### config.mk
export PLATFORM = sky130hd
export DESIGN_NAME = dot_arbiter
export DESIGN_NICKNAME = d
export VERILOG_FILES = /design/src/rtl/dot_arb_pkg.sv /design/src/rtl/dot_tag_fifo.sv /design/src/rtl/dot_arbiter.sv
export SDC_FILE = /design/constraint.sdc
export NUM_CORES = 1
export LEC_CHECK = 0
export CAP_MARGIN = 20
export CORE_AREA = 10 10 401 403
export CTS_CLUSTER_SIZE = 30
export DETAILED_ROUTE_END_ITERATION = 10
export DIE_AREA = 0 0 411 413
export HOLD_SLACK_MARGIN = 0.1
export PLACE_DENSITY = 0.42
export REMOVE_ABC_BUFFERS = 1
export SETUP_SLACK_MARGIN = 0.05
export SYNTH_ARGS = -nofsm -noshare
export SYNTH_HDL_FRONTEND = slang
export SYNTH_SLANG_ARGS = --single-unit
export TNS_END_PERCENT = 1
### constraint.sdc
create_clock -name clock -period 8.25 [get_ports clock]
set_input_delay 1.65 -clock clock [delete_from_list [all_inputs] [get_ports clock]]
set_output_delay 1.65 -clock clock [all_outputs]
set_load 0.01 [all_outputs]
### src/rtl/dot_arb_pkg.sv
// dot_arb_pkg: shared state encoding and operand geometry for the dot arbiter slice
package dot_arb_pkg;
  localparam int VEC_W = 32;
  localparam int Q_BITS = 16;
  localparam int VEC_N = 3;
  typedef enum logic {S_IDLE, S_STAGED} state_t;
endpackage

### src/rtl/dot_tag_fifo.sv
// dot_tag_fifo: in-order tag FIFO recording which requester owns each in-flight dot op
module dot_tag_fifo #(
  parameter int WIDTH = 2,
  parameter int DEPTH = 8,
  localparam int PTR_W = (DEPTH > 1) ? $clog2(DEPTH) : 1,
  localparam int CNT_W = $clog2(DEPTH + 1)
) (
  input  logic             clock,
  input  logic             reset,
  input  logic             push,
  input  logic [WIDTH-1:0] din,
  input  logic             pop,
  output logic [WIDTH-1:0] dout,
  output logic             empty,
  output logic             full,
  output logic [CNT_W-1:0] count
);
  logic [WIDTH-1:0] mem_q [DEPTH];
  logic [PTR_W-1:0] wr_ptr_q, wr_ptr_d, rd_ptr_q, rd_ptr_d;
  logic [CNT_W-1:0] count_q, count_d;
  logic do_push, do_pop;

  function automatic logic [PTR_W-1:0] bump(input logic [PTR_W-1:0] p);
    return (p == PTR_W'(DEPTH - 1)) ? '0 : p + 1'b1;
  endfunction

  assign empty = (count_q == '0);
  assign full  = (count_q == CNT_W'(DEPTH));
  assign count = count_q;
  assign dout  = mem_q[rd_ptr_q];

  // a pop in the same cycle frees the slot a full FIFO needs for the push
  always_comb begin
    do_pop   = pop && !empty;
    do_push  = push && (!full || do_pop);
    wr_ptr_d = do_push ? bump(wr_ptr_q) : wr_ptr_q;
    rd_ptr_d = do_pop ? bump(rd_ptr_q) : rd_ptr_q;
    count_d  = count_q + CNT_W'(do_push) - CNT_W'(do_pop);
  end

  always_ff @(posedge clock or posedge reset) begin
    if (reset) begin
      wr_ptr_q <= '0;
      rd_ptr_q <= '0;
      count_q  <= '0;
    end else begin
      wr_ptr_q <= wr_ptr_d;
      rd_ptr_q <= rd_ptr_d;
      count_q  <= count_d;
    end
  end

  always_ff @(posedge clock) begin
    if (do_push) mem_q[wr_ptr_q] <= din;
  end
endmodule

### src/rtl/dot_arbiter.sv
// dot_arbiter: round-robin sharing of one dot unit among NUM_REQ requesters,
// with an in-order tag FIFO steering each result back to its requester.
module dot_arbiter
  import dot_arb_pkg::*;
#(
  parameter int NUM_REQ = 4,
  parameter int MAX_OUT = 8,
  localparam int TAG_W = $clog2(NUM_REQ),
  localparam int CNT_W = $clog2(MAX_OUT + 1)
) (
  input  logic                                          clock,
  input  logic                                          reset,
  input  logic [NUM_REQ-1:0][VEC_N-1:0][VEC_W-1:0]      req_x,
  input  logic [NUM_REQ-1:0][VEC_N-1:0][VEC_W-1:0]      req_y,
  input  logic [NUM_REQ-1:0]                            req_empty,
  output logic [NUM_REQ-1:0]                            req_rd_en,
  output logic [VEC_N-1:0][VEC_W-1:0]                   dot_x,
  output logic [VEC_N-1:0][VEC_W-1:0]                   dot_y,
  output logic                                          dot_empty,
  input  logic                                          dot_rd_en,
  input  logic signed [VEC_W-1:0]                       dot_out,
  input  logic                                          dot_out_empty,
  output logic                                          dot_out_rd_en,
  output logic signed [VEC_W-1:0]                       res_out,
  output logic [NUM_REQ-1:0]                            res_empty,
  input  logic [NUM_REQ-1:0]                            res_rd_en,
  output logic [CNT_W-1:0]                              outstanding
);
  state_t state_q, state_d;
  logic [TAG_W-1:0] rr_ptr_q, rr_ptr_d, stag_q, stag_d, gnt_idx, head_tag;
  logic [VEC_N-1:0][VEC_W-1:0] dot_x_q, dot_x_d, dot_y_q, dot_y_d;
  logic [CNT_W:0] in_flight;
  logic gnt_any, consume, can_load, grant, tag_empty, tag_full, res_valid;

  function automatic logic [TAG_W-1:0] rr_idx(input logic [TAG_W-1:0] base, input int off);
    return TAG_W'((int'(base) + off) % NUM_REQ);
  endfunction

  // scan downward so the candidate nearest rr_ptr is the last one written
  always_comb begin
    gnt_any = 1'b0;
    gnt_idx = '0;
    for (int i = NUM_REQ - 1; i >= 0; i--) begin
      if (!req_empty[rr_idx(rr_ptr_q, i)]) begin
        gnt_any = 1'b1;
        gnt_idx = rr_idx(rr_ptr_q, i);
      end
    end
  end

  // a staged op consumed this cycle counts toward the limit before the reload
  always_comb begin
    consume   = (state_q == S_STAGED) && dot_rd_en;
    can_load  = (state_q == S_IDLE) || consume;
    in_flight = {1'b0, outstanding} + (CNT_W + 1)'(consume);
    grant     = !reset && can_load && gnt_any && (in_flight < (CNT_W + 1)'(MAX_OUT));
    req_rd_en = grant ? NUM_REQ'(1) << gnt_idx : '0;
    state_d   = grant ? S_STAGED : consume ? S_IDLE : state_q;
    rr_ptr_d  = grant ? rr_idx(gnt_idx, 1) : rr_ptr_q;
    stag_d    = grant ? gnt_idx : stag_q;
    dot_x_d   = grant ? req_x[gnt_idx] : dot_x_q;
    dot_y_d   = grant ? req_y[gnt_idx] : dot_y_q;
  end

  always_comb begin
    res_valid     = !tag_empty && !dot_out_empty;
    res_empty     = ~(res_valid ? NUM_REQ'(1) << head_tag : NUM_REQ'(0));
    dot_out_rd_en = res_valid && res_rd_en[head_tag];
    res_out       = dot_out;
  end

  assign dot_empty = (state_q != S_STAGED);
  assign dot_x     = dot_x_q;
  assign dot_y     = dot_y_q;

  always_ff @(posedge clock or posedge reset) begin
    if (reset) begin
      state_q  <= S_IDLE;
      rr_ptr_q <= '0;
      stag_q   <= '0;
      dot_x_q  <= '0;
      dot_y_q  <= '0;
    end else begin
      state_q  <= state_d;
      rr_ptr_q <= rr_ptr_d;
      stag_q   <= stag_d;
      dot_x_q  <= dot_x_d;
      dot_y_q  <= dot_y_d;
    end
  end

  dot_tag_fifo #(.WIDTH(TAG_W), .DEPTH(MAX_OUT)) u_tags (
    .clock (clock),
    .reset (reset),
    .push  (consume),
    .din   (stag_q),
    .pop   (dot_out_rd_en),
    .dout  (head_tag),
    .empty (tag_empty),
    .full  (tag_full),
    .count (outstanding)
  );

  a_grant_onehot: assert property (@(posedge clock) disable iff (reset) $onehot0(req_rd_en));
  a_no_empty_pop: assert property (@(posedge clock) disable iff (reset) (req_rd_en & req_empty) == '0);
  a_out_limit:    assert property (@(posedge clock) disable iff (reset) outstanding <= CNT_W'(MAX_OUT));
  a_tag_overflow: assert property (@(posedge clock) disable iff (reset) !(consume && tag_full && !dot_out_rd_en));
  a_orphan_res:   assert property (@(posedge clock) disable iff (reset) !(tag_empty && !dot_out_empty));
endmodule

Word level (Yosys, flattened, before mapping)
Memory sizes are Yosys's and may differ from the RTL's.
Cells that the tools add are included.
{"block": "word_totals", "word_cells": 82, "ff_bits": 207, "mem_bits_rw": 16, "output_inout_bits": 238, "in_bits": 812, "n_memories": 1}
{"block": "classes", "order_cmp": 7, "reduce_logical": 16, "mux": 30, "eq_ne": 3, "bitwise_logic": 2, "shift": 2, "n_addsub": 9}
{"name": "u_tags.mem_q", "words": 8, "word_bits": 2, "rd": 1, "rd_clocked_by_memory_dff": 0, "wr": 1, "line_no": "dot_tag_fifo.sv:18", "text": "logic [WIDTH-1:0] mem_q [DEPTH];"}
{"cell": "$bmux W96 S2", "count": 2}
{"cell": "$mux W96", "count": 2}
{"cell": "$lt A2 B3 Y1 const B", "count": 6}
{"cell": "$mux W1", "count": 13}
{"cell": "$bmux W1 S2", "count": 5}
{"cell": "$logic_and A1 B1 Y1", "count": 8}
{"cell": "$mux W2", "count": 4}
{"cell": "$mux W4", "count": 2}
{"cell": "$shl A1 B2 Y4 const A", "count": 2}
{"cell": "$add A3 B1 Y3 const B", "count": 2}
{"cell": "$eq A3 B3 Y1 const B", "count": 2}
{"cell": "$mux W3", "count": 2}
{"cell": "$add A4 B1 Y5", "count": 1}
{"cell": "$lt A5 B4 Y1 const B", "count": 1}
{"cell": "$add A2 B1 Y2 const B", "count": 2}
{"cell": "$add A2 B2 Y2 const B", "count": 2}
{"cell": "$add A4 B1 Y4", "count": 1}
{"cell": "$eq A4 B4 Y1 const B", "count": 1}
{"cell": "$logic_not A1 Y1", "count": 4}
{"cell": "$logic_not A4 Y1", "count": 1}
{"cell": "$not A4 Y4", "count": 1}
{"cell": "$sub A4 B1 Y4", "count": 1}
{"cell": "$logic_or A1 B1 Y1", "count": 2}
{"cell": "$reduce_bool A2 Y1", "count": 1}
{"cell": "$not A1 Y1", "count": 1}

Logic depth before layout (Yosys ltp)
{"block": "logic_depth", "word_depth": 10, "ltp_mapped": 12}

By module
From an unflattened synthesis, not the netlist that was laid out.
{"block": "unflattened", "hier_cells": 1734, "hier_area_um2": 14696.6}
{"module": "dot_arbiter", "area_per_inst_um2": 13417.9, "seq_area_each_um2": 4929.7, "instances": 1, "cells_per_inst": 1648}
{"module": "dot_tag_fifo", "area_per_inst_um2": 1278.7, "seq_area_each_um2": 730.7, "instances": 1, "cells_per_inst": 86}

Worst setup path before layout
OpenSTA, ideal clock, no wires.
{"block": "synth_path", "path_type": "input to output", "startpoint": "input port reset", "endpoint": "output port req_rd_en[0]", "path_slack_ns": -0.451, "path_stages": 4, "arrival_ns": 7.051, "required_ns": 6.600, "path_buffers": 0, "cell_sequence": "inv_1 nand3_1 a21oi_1 and2_1"}
{"block": "synth_between", "elab_chain_cells": 5}
{"item": "from (decl)", "line_no": "dot_arbiter.sv:12", "text": "input logic reset,"}
{"item": "$logic_not A1 Y1 (no line)"}
{"item": "$logic_and A1 B1 Y1 (3 in a row)", "line_no": "dot_arbiter.sv:56", "text": "grant = !reset && can_load && gnt_any && (in_flight < (CNT_W + 1)'(MAX_OUT));"}
{"item": "$mux W4", "line_no": "dot_arbiter.sv:57", "text": "req_rd_en = grant ? NUM_REQ'(1) << gnt_idx : '0;"}
{"item": "to (decl)", "line_no": "dot_arbiter.sv:16", "text": "output logic [NUM_REQ-1:0] req_rd_en,"}
Every way passes these cells.

Worst setup path in the final report
{"block": "layout_path", "startpoint": "input port req_empty[2]", "endpoint": "output port req_rd_en[3]"}
{"block": "layout_between", "elab_chain_cells": 9, "elab_cells_between_ends": 20}
{"item": "from (decl)", "line_no": "dot_arbiter.sv:15", "text": "input logic [NUM_REQ-1:0] req_empty,"}
{"item": "$bmux W1 S2", "line_no": "dot_arbiter.sv:44", "text": "if (!req_empty[rr_idx(rr_ptr_q, i)]) begin"}
{"item": "$mux W1 (implied by the code)", "line_no": "dot_arbiter.sv:44"}
{"item": "$mux W1 (4 in a row)", "line_no": "dot_arbiter.sv:44"}
{"item": "$logic_and A1 B1 Y1 (2 in a row)", "line_no": "dot_arbiter.sv:56"}
{"item": "$mux W4 (*)", "line_no": "dot_arbiter.sv:57"}
Every way passes the cells marked *; elsewhere a longest branch is shown, timed or not. The select of a mux whose other input is x is not followed.

==> run_results.csv <==
group,metric,value,unit
outcome,outcome,"completed",
critical_path,max_stage_delay,0.55,ns
global_route,antenna_found_initial,32,
pwr,switching_share,44.4,%
pwr,power.internal,4.69,mW
critical_path,crit_buf_inv,3,
critical_path,cp_max_fo,72,
floorplanning,num_rows,144,
global_route,grt_use_total,13.2,%
critical_path,worst_ep_arrival_time,4.51,ns
clock_tree,h-tree-depth,2,
critical_path,slowest_stage,"clkdlybuf4s50_1",
timing,rsz0062_at_grt,"false",
global_route,gr-total-overflow,0,
route,wl_met2,56200,um
critical_path,crit_family,"buffers and inverters",
pwr,pwr-share-seq,23.8,%
pwr,p_leak,12.1,nW
timing,relSlewSlack,29.6,%
route,wl,120000,um
placement,place_hpwl,96400,um
critical_path,required,6.60,ns
synth,synthCells,2068,
critical_path,path_cells,"clkdlybuf4s50_1, nor2_1, o21ai_0, nand3_4, inv_8, ha_1, and2_1, clkdlybuf4s50_1",
clock_tree,clk_pin_slew,0.05,ns
hold_path,hp-class,"register to register",
clock_tree,cts_tree,"done",
synth,synthFlopType,"dfrtp_1",
synth,synth_compound_area_share,10.5,%
final_layout,nFillCells,17300,
synth,synth_seq_cells,223,
floorplanning,dieWidth,411,um
synth,synthXorXnorAreaFrac,0.235,%
timing,setup_viol,0,
timing,fin_crit_sh,74.6,%
synth,synth_mux_area_share,1.53,%
route,drc,0,
timing,min_period,6.16,ns
timing,tns,0,ns
synth,yosysWarnings,0,
synth,synth.distinct_cells,40,
final_layout,finalCoreUtilization,18.2,%
clock_tree,cts_buffer_depth,3,
clock_tree,cts_made_buffers,37,
timing,worst_slew_pin_slew,1.06,ns
placement,portBuffers,985,
timing,drv_slew,0,
synth,synth-async-reset-ratio,92.8,%
synth,ys_seq_area_share,38.0,%
clock_tree,clk_latency,0.57,ns
pwr,clockPowerShare,19.7,%
global_route,grt_pass1_wl,158000,um
critical_path,cp-end-kind,"output pin",
route,vias_per_cell,3.64,
critical_path,reg2reg_from,"rr_ptr_q[1]",
clock_tree,cts_root_buf,"clkbuf_16",
hold_path,hold_start,"dot_y[87]",
pwr,power_frac_comb,56.5,%
floorplanning,die-area,170000,um^2
final_layout,num-nets-final,3735,
global_route,grt_pass1_vias,18600,
synth,syn_area_per_cell,7.20,um^2
route,vias,18200,
pwr,switchingPower,3.75,mW
floorplanning,num_io_pins,1050,
clock_tree,cts-hold-fix-buffers,0,
timing,clock_skew,0.0111,ns
floorplanning,core_area,153000,um^2
critical_path,startpoint_type,"primary input",
global_route,grt_max_degree,167,
pwr,ir_drop,0.133,mV
floorplanning,initial_utilization,9.73,%
pwr,design_power_total,8.44,mW
route,antenna_left,0,
route,wl_per_cell,24.1,um
route,wl_met3,15600,um
floorplanning,dieHeight,413,um
synth,synth_top_family_by_area,"simple AND/OR/NAND/NOR gates",
route,drt-pass1-iter-count,4,
synth,synth_edf_count,16,
final_layout,synthToLayoutAreaGrowth,87.3,%
clock_tree,cts_sinks,223,
clock_tree,post_cts_buffers,0,
placement,place_congestion,0.827,
route,met1_length,45500,um
synth,netlist_area,14900,um^2
timing,hold_viol,0,
route,dr.max_layer_used,"met5",
timing,fmaxAchievable,162,MHz
final_layout,drive_above_1_share,3.27,%
synth,yosys.area_share.adder,1.39,%
synth,synthSimpleGateAreaFrac,41.9,%
critical_path,cpMostUsedCell,"clkdlybuf4s50_1",
run,maxCapViolCount,0,
critical_path,critPathKind,"primary input to output pin",
clock_tree,post_cts_resized,0,
critical_path,startpoint,"req_empty[2]",
pwr,powerDensity,303,nW/um^2
route,dr.first_iter.drc_count,1020,
-- final timing paths --
path	end	slack [ns]	cells past startpoint
max	req_rd_en[3]	2.09	8
min	dot_y[87]	0.47	2
min in group asynchronous	dot_y[24]	1.54	2
max reg2reg	dot_x[60]	4.17	9
max in group asynchronous	dot_y[95]	5.33	3
min reg2reg	dot_y[87]	0.47	2
-- power groups by stage --
| stage | registers (mW) | logic (mW) | clock network, mW |
|---|---|---|---|
| after floorplan | 2.14 | 2.49 | 0 |
| after global placement | 2.01 | 4.92 | 0 |
| after detailed placement | 2.01 | 4.93 | 0 |
| after CTS | 2.01 | 4.94 | 1.76 |
| after global routing | 2.07 | 5.30 | 1.79 |
| final | 2.01 | 4.77 | 1.67 |
-- area by class of cell --
class	instances	area [um^2]	area share, %
diodes	14	35.0	0.126
multi-input cells	1632	8300	29.8
clock inverters	16	188	0.673
flip-flops and latches	223	5660	20.3
clock buffers	50	1040	3.75
repair buffers	1003	10000	36.0
well taps	2044	2560	9.17
inverters	10	57.6	0.206
-- worst register-to-register path: stages (launching register included) --
cell and delay, ns:
dfrtp_1 0.46, nor2_1 0.07, o21ai_0 0.28, nand3_4 0.46, inv_8 0.56, buf_4 0.78, buf_4 0.80, nand2_1 0.15
and3_1 0.19, o31ai_1 0.23
-- metal layers --
layer / track usage, % / vias to the layer above
li1: - / 8616
met2: 21.7 / 664
met3: 7.48 / 136
met5: 2.26 / -
met4: 2.74 / 42
met1: 14.7 / 8693
-- cells in the final DEF, fill, tap and decap left out, types with 14 or more instances in the layout --
cell,count
o31ai_1,192
clkbuf_16,37
nand2_1,970
diode_2,14
clkdlybuf4s50_1,985
ha_1,15
buf_4,14
edfxtp_1,16
dfrtp_1,207
and3_1,384
-- through the flow --
step           setup WS (ns)  instance area [um^2]  instances  hold slack (ns)
5_1_grt                 1.91                 27900       4984            0.498
6_report                2.09                 27900       4992            0.471
4_1_cts                 2.08                 27800       4978            0.477
3_5_place_dp            2.09                 26600       4912            0.465
2_1_floorplan         -11.42                 14000       1865            0.517
3_3_place_gp            2.06                 26600       4912            0.461
-- synthesized netlist by cell type (6+ instances only) --
library cell  count  area share (%)
nand2_1         971              24
and3_1          384              16
dfrtp_1         207              35
o31ai_1         192             9.7
clkbuf_1        137             3.5
buf_4            32             1.6
buf_2            21            0.71
edfxtp_1         16             3.2
ha_1             15             1.3
buf_1            11            0.28
inv_1             9            0.23
mux2i_1           7            0.47
mux2_2            6            0.45
o21ai_0           6            0.20
-- logic make-up after synthesis --
group,Yosys count
AO/OA/AOI/OAI,208
XOR/XNOR,4
adder cells (fa/ha/maj),16
buffers and inverters,213
flip-flops,223
multiplexers,17
AND/OR/NAND/NOR,1387
-- state kept, by name (all words and copies together), names as in the netlist --
name and cells:
dot_x 96, stag_q 2, u_tags.rd_ptr_q 3, u_tags.mem_q 16, rr_ptr_q 2, u_tags.count 4
state_q 1, dot_y 96, u_tags.wr_ptr_q 3
Power figures use the tool's default switching activity.
